[src/rtl/dat_pkg.sv]
// Shared definitions for the SD DAT-line datapath: FSM states and framing/CRC constants.
package dat_pkg;

  typedef enum logic [2:0] {
    IDLE,
    START,
    DATA,
    CRC,
    STOP
  } state_t;

  localparam logic [15:0] CRC16_POLY = 16'h1021;
  localparam logic [15:0] CRC16_INIT = 16'h0000;
  localparam logic        START_BIT  = 1'b0;
  localparam logic        END_BIT    = 1'b1;
  localparam int          CRC16_LEN  = 16;

endpackage

[src/rtl/crc16_dat.sv]
// Bit-serial CRC16-CCITT (0x1021) for a DAT line; shared with the receive-side checker.
module crc16_dat
  import dat_pkg::*;
(
  input  logic        clk,
  input  logic        reset,
  input  logic        clear,
  input  logic        bit_valid,
  input  logic        bit_in,
  output logic [15:0] crc
);

  logic fb;
  assign fb = bit_in ^ crc[15];

  always_ff @(posedge clk or posedge reset) begin
    if (reset)          crc <= CRC16_INIT;
    else if (clear)     crc <= CRC16_INIT;
    else if (bit_valid) crc <= {crc[14:0], 1'b0} ^ (fb ? CRC16_POLY : 16'h0000);
  end

endmodule

[src/rtl/dat_serializer.sv]
// DAT-line transmitter: start bit, LSB-first payload, optional MSB-first CRC16, end bit.
module dat_serializer
  import dat_pkg::*;
#(
  parameter int BITS         = 32,
  parameter int BITS_COUNTER = 8
) (
  input  logic                    clk,
  input  logic                    reset,
  input  logic                    enable,
  input  logic                    load,
  input  logic [BITS_COUNTER-1:0] framesize,
  input  logic                    crc_en,
  input  logic [BITS-1:0]         data_in,
  output logic                    out,
  output logic                    busy,
  output logic                    complete
);

  localparam logic [BITS_COUNTER-1:0] MAX_LEN = BITS_COUNTER'(BITS);
  localparam logic [BITS_COUNTER-1:0] CRC_CNT = BITS_COUNTER'(CRC16_LEN);
  localparam logic [BITS_COUNTER-1:0] ONE     = BITS_COUNTER'(1);

  state_t                  state;
  logic [BITS-1:0]         shift;
  logic [BITS_COUNTER-1:0] counter;
  logic [BITS_COUNTER-1:0] flen;
  logic                    crc_on;
  logic [15:0]             crc;

  logic accept;
  logic send_data;
  logic send_crc;
  logic crc_valid;
  logic crc_bit;

  assign accept = enable && load && (state == IDLE);

  // START and DATA share one rule: counter holds payload bits already sent.
  assign send_data = ((state == START) || (state == DATA)) && (counter < flen);

  assign send_crc  = (((state == START) || (state == DATA)) && !send_data && crc_on) ||
                     ((state == CRC) && (counter < CRC_CNT));

  // Feeding crc[15] back makes fb zero, so the engine degenerates to a plain
  // left shift with zero fill while the checksum is being emitted.
  assign crc_valid = enable && (send_data || send_crc);
  assign crc_bit   = send_data ? shift[0] : crc[15];

  crc16_dat u_crc (
    .clk       (clk),
    .reset     (reset),
    .clear     (accept),
    .bit_valid (crc_valid),
    .bit_in    (crc_bit),
    .crc       (crc)
  );

  // Only the MSB is consumed on the transmit side.
  logic unused_crc;
  assign unused_crc = ^crc[14:0];

  always_ff @(posedge clk or posedge reset) begin
    if (reset) begin
      state    <= IDLE;
      out      <= END_BIT;
      busy     <= 1'b0;
      complete <= 1'b0;
      counter  <= '0;
      shift    <= '0;
      flen     <= '0;
      crc_on   <= 1'b0;
    end else if (enable) begin
      complete <= 1'b0;
      case (state)
        IDLE: begin
          out <= END_BIT;
          if (load) begin
            shift   <= data_in;
            flen    <= (framesize > MAX_LEN) ? MAX_LEN : framesize;
            crc_on  <= crc_en;
            counter <= '0;
            out     <= START_BIT;
            busy    <= 1'b1;
            state   <= START;
          end
        end
        START, DATA: begin
          if (send_data) begin
            out     <= shift[0];
            shift   <= shift >> 1;
            counter <= counter + ONE;
            state   <= DATA;
          end else if (crc_on) begin
            out     <= crc[15];
            counter <= ONE;
            state   <= CRC;
          end else begin
            out   <= END_BIT;
            state <= STOP;
          end
        end
        CRC: begin
          if (counter < CRC_CNT) begin
            out     <= crc[15];
            counter <= counter + ONE;
          end else begin
            out   <= END_BIT;
            state <= STOP;
          end
        end
        STOP: begin
          out      <= END_BIT;
          busy     <= 1'b0;
          complete <= 1'b1;
          state    <= IDLE;
        end
        default: begin
          out   <= END_BIT;
          busy  <= 1'b0;
          state <= IDLE;
        end
      endcase
    end
  end

endmodule

[config.mk]
export PLATFORM = sky130hd
export DESIGN_NAME = dat_serializer
export DESIGN_NICKNAME = d
export VERILOG_FILES = /design/src/rtl/dat_pkg.sv /design/src/rtl/crc16_dat.sv /design/src/rtl/dat_serializer.sv
export SDC_FILE = /design/constraint.sdc
export NUM_CORES = 1
export LEC_CHECK = 0
export CAP_MARGIN = 0
export CORE_UTILIZATION = 40
export CTS_BUF_LIST = sky130_fd_sc_hd__clkbuf_4
export DETAILED_ROUTE_END_ITERATION = 6
export SLEW_MARGIN = 20
export SYNTH_ARGS = -nofsm -noshare
export SYNTH_HDL_FRONTEND = slang
export SYNTH_SLANG_ARGS = --single-unit
[constraint.sdc]
create_clock -name clk -period 2.43 [get_ports clk]
set_input_delay 0.486 -clock clk [delete_from_list [all_inputs] [get_ports clk]]
set_output_delay 0.486 -clock clk [all_outputs]
set_load 0.03 [all_outputs]
==> results.md, run 1 <==
* Layout Utilization at 0.511
* CP required at 2.78 ns
* Pwr dens at between 1000 and 1500 nW/µm²
* Layout area overhead at 21.5%
* Crit path launch: counter[4]
* Final ANT Viol Nets at 0
* Sequential share of the synthesized area at 0.507
* Leakage power at roughly 1.9 nW
* Cell accounting for the most synthesized area: dfrtp_1
* All-Layer GR Usage at 0.178
* Global route overflow at 0
* Top cells by area, synth: dfrtp_1 50%, mux2i_1 9.7%, nand2_1 6.4%
* Top post-synthesis cells by count: 70 x dfrtp_1, 60 x nand2_1, 34 x mux2i_1
* Die Wd at approximately 96 µm
* Critical Setup Path Class: reg -> reg
* Reg2reg end: counter[5]
* Final setup vio count at 0
* Layout cells sized above 1 at 0.101
* First-pass GRT wire length at roughly 12,000 µm
* CTS sink count at 71
* Final min period at between 2 and 2.5 ns
* Mean Syn Cell Area at between 9 and 10 µm²
* Die area at 9150 µm²
* TritonCTS clock tree: yes
* Setup crit start kind: flip-flop
* Worst-margin pin slew at ~0.56 ns
* Via count at ~2,700
* Final Wtd Congestion at between 0.8 and 0.9
* Core ar. at about 8300 µm²
* HPWL after DPL at a little under 5000 µm
* Mapped Nets at 404
* Fin Setup TNS at 0 ns
* Mean routed wirelength per cell at roughly 14 µm
* Top-count cell post-synth: dfrtp_1
* Slowest stage cell, crit path: nor4_2
* Initial Utilization at 0.421
* Flop-to-flop setup slack at between 0.2 and 0.25 ns
* RSZ-0062 raised after global routing: no
* CP peak stage delay at ~0.43 ns
* FP Rows at 33
* Drt total wl at between 7000 and 8000 µm
* Initial antenna violation count at 0
* DR vias/cell at 5.20
* Min-Delay Path Class: in -> async
* Highest metal used: met4
* Mapped cell area at ~3500 µm²
* Hold WS at 0.457 ns
* DIE HEIGHT at 95.7 µm
* Buffers on Ports at 47
* Met1 Wirelength at ~3500 µm
* Fin crit share at 0.901
* Crit path capture: counter[5]
* R2R depth at 8
* Setup Skew at 0.0164 ns
* Fill count at ~790
* Num CTS Buffers at 9
* Reg clk slew, reported paths at approximately 0.11 ns
* Post-synth top flop: dfrtp_1
* Chain of cells forming the critical path: buf_4 -> nor4_2 -> and2_4 -> o31a_4 -> nor2_4 -> buf_4 -> or3_1 -> a21oi_1
* Hold Vio Cnt, Final at 0
* Worst endpoint data arrival time at approximately 2.5 ns
* Starting DRT DRC Count at 132
* Outcome: finished, final reports clean
* Fin cells at between 500 and 600
* Distinct cells, synth at approximately 50
* Most used cell, CP: buf_4
* Top cell type's share of synthesized area at 0.499
* Worst-path fanout max at 9
* MaxCap Viol Count at 0
* Hold-fix buffers at CTS at 0
* 1st-pass router iterations at 4
* H-tree levels at 3
* Worst-Skew Late Latency at 0.42 ns
* Crit end category: flip-flop
* Share of synthesized registers carrying an async set or reset at 1.00
* Worst vdd ir at about 0.00059 V
* Critical path depth at 8
* DP Cell Count at slightly below 500
* Mapped Cells at approximately 350
* Final #Nets at roughly 460
* Slew margin rel. at 0.626
* EDFF count, synth at 0
* Post-synthesis register bit count at 71
* Pin count of the biggest net entering global routing at 72
* Buf+Inv Stages, Crit Path at 2
* DRC at 0
* Routed met3 length at 221 µm
* Vias in the first global route at ~2,500
* Yosys Warn Count at 0
* Delay-heaviest family, CP: simple AND/OR/NAND/NOR gates
* Num ports at 48
* Clock Tree Root: clkbuf_4
* Worst-case clock buffer depth at 2
* Final max-slew violation count at 0
* Ant diodes at 0
* Worst flop-to-flop path startpoint: counter[4]
* Fmax at about 460 MHz
* Metal2 WL at 3210 µm
[power breakdown]
| part | internal (mW) | switching (mW) | leakage, nW | total [mW] |
|---|---|---|---|---|
| logic | 1.05 | 1.29 | 0.943 | 2.33 |
| clock network | 0.312 | 0.418 | 0.0673 | 0.730 |
| registers | 1.64 | 0.307 | 0.925 | 1.94 |
| total | 3.00 | 2.01 | 1.93 | 5.01 |
[cells by family after synthesis]
group,after synthesis,share of synthesized area
compound gates,100,0.175
fa+ha+maj,8,0.0285
xor+xnor,5,0.0125
simple gates,98,0.132
flops,71,0.507
mux,35,0.100
buf+inv,34,0.0449
[area by class of cell]
cell class	count	area, µm²	share of cell area
inverter	15	56.3	0.0132
tap	105	131	0.0308
clock buffer	10	75.1	0.0176
multi-input combinational	246	1580	0.371
sequential	71	1780	0.417
clock inverter	5	50.0	0.0117
timing repair buffer	60	593	0.139
[worst min-delay path, stage by stage]
cell and delay (ns):
clkdlybuf4s50_1 0.41, inv_2 0.07, buf_12 0.33
[how the worst min path moves through the flow]
stage                  startpoint             to  slack (ns)  cells past startpoint
global placement        shift[30]      shift[30]        0.46                      2
CTS                         reset      shift[23]        0.46                      3
floorplan               shift[27]      shift[27]        0.45                      2
global route                reset      shift[23]        0.49                      3
finish                      reset      shift[23]        0.46                      3
detailed placement  u_crc.crc[13]  u_crc.crc[14]        0.46                      2
[timing repair]
| item | 4_1_cts | 5_1_grt |
|---|---|---|
| setup endpoints to repair | 0 | 18 |
| buffers inserted | 0 | 1 |
| resized for setup | 0 | 1 |
[metal layers]
layer	track usage	vias up
li1	-	1337
met1	0.252	1272
met2	0.260	42
met3	0.0383	11
met4	0.0821	0
met5	0	-
[state kept, by name (all words and copies together), names as in the netlist]
signal / count
out: 1
complete: 1
u_crc.crc: 16
shift: 32
counter: 8
flen: 8
crc_on: 1
busy: 1
state: 3
[placed cells by master, fill, tap and decap left out, drive strengths merged, types with 2 or more instances in the layout]
master	count
a211oi	2
a21oi	16
a22o	9
and2	4
and4	2
buf	13
clkbuf	10
clkdlybuf4s50	47
clkinv	3
dfrtp	70
ha	8
inv	15
mux2i	34
nand2	60
nand3	5
nand4	2
nor2	8
nor3	4
nor4	2
o21a	4
o21ai	60
or2	2
or3	4
xor2	4
[through the flow]
step / instance area, µm² / worst slack, ns / power, mW
6_report: 4260 / 0.240 / 5.01
5_1_grt: 4260 / 0.0547 / 5.44
4_1_cts: 4260 / 0.113 / 5.04
3_5_place_dp: 4130 / 0.131 / 4.31
3_3_place_gp: 4130 / 0.139 / 4.26
2_1_floorplan: 3510 / 0.149 / 3.72
Note: power is estimated with default switching activity, not from simulation.
==> run 2: changes to the inputs <==
CORE_UTILIZATION = 57   (was 40)
PLACE_DENSITY = 0.83   (was default)
==> results.md, run 2 (synthesis results as in run 1) <==
* Max reg flops at 32
* Worst-case clock buffer depth at 2
* Initial antenna violation count at 0
* Crit end category: flip-flop
* Via count at ~2,700
* Leakage power at 1.95 nW
* Delay-heaviest family, CP: compound AO/OA/AOI/OAI gates
* H-tree levels at 3
* Top reg by flops: shift
* CTS sink count at between 70 and 80
* Final #Nets at between 400 and 500
* Top Registers: shift: 32 flops, u_crc.crc: 16 flops
* HPWL after DPL at between 4000 and 5000 µm
* First-pass GRT wire length at 11,900 µm
* DRC at 0
* Pin count of the biggest net entering global routing at 65
* Final min period at approximately 2.2 ns
* DIE HEIGHT at 80.5 µm
* Clock power frac at 0.200
* Starting DRT DRC Count at slightly below 200
* TritonCTS clock tree: yes
* Worst-Skew Late Latency at around 0.42 ns
* Final max-slew violation count at 0
* CTS resizes at 0
* CP required at 2.71 ns
* Core ar. at roughly 5900 µm²
* Layout Utilization at 0.724
* Flop-to-flop setup slack at between 0.15 and 0.2 ns
* Layout area overhead at 22.1%
* Placement Setup Slack at about 0.15 ns
* Vias in the first global route at between 2,000 and 3,000
* RSZ-0062 raised after global routing: no
* Worst-path fanout max at between 60 and 70
* Ant diodes at 0
* Mean routed wirelength per cell at about 15 µm
* Chain of cells forming the critical path: ha_1 -> a21oi_1 -> o21ai_0 -> a211oi_4 -> o21ai_4 -> buf_12 -> nand2_1 -> o21ai_0
* Worst endpoint data arrival time at 2.52 ns
* Sw Pwr at ~2.0 mW
* Pwr dens at 1230 nW/µm²
* Total design power at about 5.3 mW
* Reg clk slew, reported paths at between 0.1 and 0.15 ns
* Commonest non-fill, non-tap cell in the layout: dfrtp_1
* Final setup vio count at 0
* Critical Setup Path Class: reg -> reg
* Comb pwr share at 0.430
* Internal at roughly 3.3 mW
* Setup Skew at 0.0191 ns
* Outcome: finished, final reports clean
* Clock Tree Root: clkbuf_4
* Num ports at 48
* Hold Vio Cnt, Final at 0
* Fin Setup TNS at 0 ns
* Die area at about 6500 µm²
* Buf+Inv Stages, Crit Path at 1
* CP peak stage delay at ~0.47 ns
* MaxCap Viol Count at 0
* Worst-margin pin slew at approximately 0.57 ns
* Most used cell, CP: o21ai_0
* Buffers on Ports at 47
* Layout cells sized above 1 at 0.0943
* 1st-pass router iterations at 4
* Fin crit share at 0.918
* Global route overflow at 0
* Hold-fix buffers at CTS at 0
* Num CTS Buffers at 9
* Final worst slack at approximately 0.20 ns
* Die Wd at ~80 µm
* DR vias/cell at between 5 and 6
* Setup crit start kind: flip-flop
* Final Wtd Congestion at 0.827
* All-Layer GR Usage at 0.245
* FP Rows at 28
* Switching share of power at 0.382
* Worst vdd ir at approximately 0.00074 V
* Drt total wl at roughly 7100 µm
* Hold WS at between 0.4 and 0.5 ns
* Commonest non-fill, non-tap cells in the layout: 70 x dfrtp_1, 60 x nand2_1, 47 x clkdlybuf4s50_1, 34 x mux2i_1, 30 x o21ai_1
* Post-CTS setup buffer count at 0
* Final ANT Viol Nets at 0
* Min-Delay Path Class: in -> async
* Fmax at between 400 and 500 MHz
* Initial Utilization at 0.593
* Slew margin rel. at 0.621
* Slowest stage cell, crit path: dfrtp_1
* Part of the power in registers at 0.370
run 2: cell count changes in the layout (fill, tap and decap cells not counted), sizes merged:
cell	previous run	this run
buf	13	8
bufinv	1	4
clkinv	3	2
clkinvlp	1	0
run 2: worst register-to-register path, delay by kind of cell, from the launching register on:
| kind | cells | cell delay [ns] |
|---|---|---|
| compound gates | 5 | 0.98 |
| flops | 1 | 0.47 |
| fa+ha+maj | 1 | 0.34 |
| buf+inv | 1 | 0.19 |
| simple gates | 1 | 0.13 |
run 2: final timing paths:
path                            depth (start not counted)            to    startpoint
worst max-delay path                                    8     shift[30]    counter[5]
worst min-delay path                                    2    counter[1]         reset
worst max register to register                          8     shift[30]    counter[5]
worst min register to register                          2  u_crc.crc[7]  u_crc.crc[6]
max in group asynchronous                               3           out         reset
min in group clk                                        2  u_crc.crc[7]  u_crc.crc[6]
run 2: cell type report:
class	instances	area [µm²]
clock buffer	10	75.1
timing repair buffer	55	568
multi-input combinational	246	1580
tap	75	93.8
inverter	15	56.3
clock inverter	6	133
sequential	71	1780
fill	439	1640
run 2: per-stage QoR:
stage | cell area, µm² | std cells
after floorplan | 3510 | 351
after global placement | 4080 | 462
after detailed placement | 4080 | 462
after CTS | 4280 | 478
after global routing | 4280 | 478
final | 4280 | 478
run 2: routing by layer:
metal  share of wire  GRT usage  wire [µm]  vias to the layer above
met4           0.027      0.130        194                        0
met5               0          0          0                        -
met1            0.46      0.335       3230                     1297
met2            0.48      0.375       3420                       50
li1                -          -          -                     1329
met3           0.032     0.0375        225                       16
run 2: power by group through the flow:
stage,logic (mW),registers (mW),clock network (mW)
2_1_floorplan,1.84,1.89,0
3_3_place_gp,2.20,1.95,0
3_5_place_dp,2.28,1.98,0
4_1_cts,2.29,1.96,1.07
5_1_grt,2.53,2.02,1.12
6_report,2.28,1.96,1.06
==> run 3: changes to the inputs <==
CAP_MARGIN = default   (was 0)
GPL_ROUTABILITY_DRIVEN = 0   (was default)
PLACE_DENSITY = 0.94   (was 0.83)
==> results.md, run 3 (synthesis results as in run 1) <==
* Die area at about 6500 µm²
* Final max-slew violation count at 0
* Max reg flops at 32
* Worst-path fanout max at 64
* Global route overflow at 0
* 1st-pass router iterations at 4
* Worst vdd ir at roughly 0.0013 V
* Placement Setup Slack at approximately 0.13 ns
* Pin count of the biggest net entering global routing at 65
* Top Registers: shift: 32 flops, u_crc.crc: 16 flops
* Layout cells sized above 1 at 0.0988
* Post-CTS setup buffer count at 0
* Clock Tree Root: clkbuf_4
* Reg clk slew, reported paths at ~0.14 ns
* Critical Setup Path Class: reg -> reg
* Die Wd at between 80 and 90 µm
* Slew margin rel. at 0.633
* Met1 GRT Util at 0.321
* Final #Nets at ~450
* Fmax at about 440 MHz
* Fin crit share at 0.928
* MaxCap Viol Count at 0
* Final ANT Viol Nets at 0
* Setup Skew at roughly 0.028 ns
* Starting DRT DRC Count at ~250
* FP Rows at 28
* Mean routed wirelength per cell at between 15 and 20 µm
* DP Cell Count at between 400 and 500
* Initial Utilization at 0.593
* Gr busiest metal: met2
* Final setup vio count at 0
* Commonest non-fill, non-tap cell in the layout: dfrtp_1
* TritonCTS clock tree: yes
* Ant diodes at 0
* HPWL after DPL at between 5000 and 6000 µm
* Via count at approximately 2,800
* Hold Vio Cnt, Final at 0
* Pwr dens at between 1000 and 1500 nW/µm²
* Num CTS Buffers at 9
* DIE HEIGHT at around 80 µm
* Core ar. at ~5900 µm²
* Fin Setup TNS at 0 ns
* Buffers on Ports at between 40 and 50
* CTS sink count at around 70
* Final min period at ~2.3 ns
* CP required at 2.75 ns
* DRC at 0
* Outcome: finished, final reports clean
* Leakage power at a little under 2 nW
* Crit end category: flip-flop
* GR Util met2 at 0.381
* Num ports at 48
* DR vias/cell at about 5.7
* Total design power at approximately 5 mW
* Placed Area at slightly above 4000 µm²
* Setup crit start kind: flip-flop
* Min-Delay Path Class: in -> async
* All-Layer GR Usage at 0.245
* H-tree levels at 3
* Commonest non-fill, non-tap cells in the layout: 70 x dfrtp_1, 60 x nand2_1, 47 x clkdlybuf4s50_1, 34 x mux2i_1, 31 x o21ai_1
* Worst-case clock buffer depth at 2
* Worst endpoint data arrival time at 2.58 ns
* RSZ-0062 raised after global routing: no
* Worst-Skew Late Latency at around 0.44 ns
* First-pass GRT wire length at roughly 12,000 µm
* Vias in the first global route at roughly 2,600
* Top reg by flops: shift
* Drt total wl at between 7000 and 8000 µm
* Fin cells at 480
* Final Cell Area at ~4200 µm²
* Routing usage on met3 at 0.0523
* Initial antenna violation count at 0
* Layout area overhead at 20.2%
* Worst-margin pin slew at between 0.5 and 0.6 ns
* Final worst slack at between 0.15 and 0.2 ns
-- run 3: area by class of cell --
cell class              count  area [µm²]
flip-flops and latches     71        1780
fillers                   407        1700
multi-input cells         246        1580
repair buffers             57         571
well taps                  75        93.8
clock inverters             7        71.3
clock buffers               9        67.6
inverters                  15        56.3
-- run 3: critical path, cell delays in order, from the launching register on --
cell      delay, ns
dfrtp_1        0.44
ha_1           0.34
a21oi_1        0.20
o21ai_0        0.23
a211oi_4       0.40
o21ai_4        0.11
buf_12         0.19
nand2_1        0.11
o21ai_0        0.11
-- run 3: through the flow --
step	hold slack, ns	utilization
final	0.322	0.712
after global routing	0.357	0.712
after CTS	0.323	0.712
after detailed placement	0.470	0.689
after global placement	0.460	0.689
after floorplan	0.449	-
-- run 3: path summary, 6_finish.rpt --
check                             start             to  slack [ns]  cells past startpoint
min                               reset       shift[1]        0.32                      2
max in group asynchronous         reset  u_crc.crc[10]        1.53                      3
max reg2reg                  counter[7]      shift[28]        0.17                      8
min in group clk           u_crc.crc[5]   u_crc.crc[6]        0.48                      2
min reg2reg                u_crc.crc[5]   u_crc.crc[6]        0.48                      2
max                          counter[7]      shift[28]        0.17                      8
-- run 3: where the power goes --
group          internal [mW]  total (mW)  leakage, nW  switching, mW
Combinational           1.01        2.32        0.927           1.32
Clock                  0.313       0.767       0.0700          0.454
Sequential              1.64        1.95        0.925          0.315
-- run 3: what timing repair did --
item / CTS / global route
hold buffers: 0 / 0
endpoints found under the setup margin: 0 / 1
resized for setup: 0 / 1
-- run 3: per-layer routing --
layer / share of wire / up-vias
met5: 0 / -
met4: 0.030 / 0
met3: 0.044 / 19
met2: 0.49 / 78
met1: 0.43 / 1334
li1: - / 1327
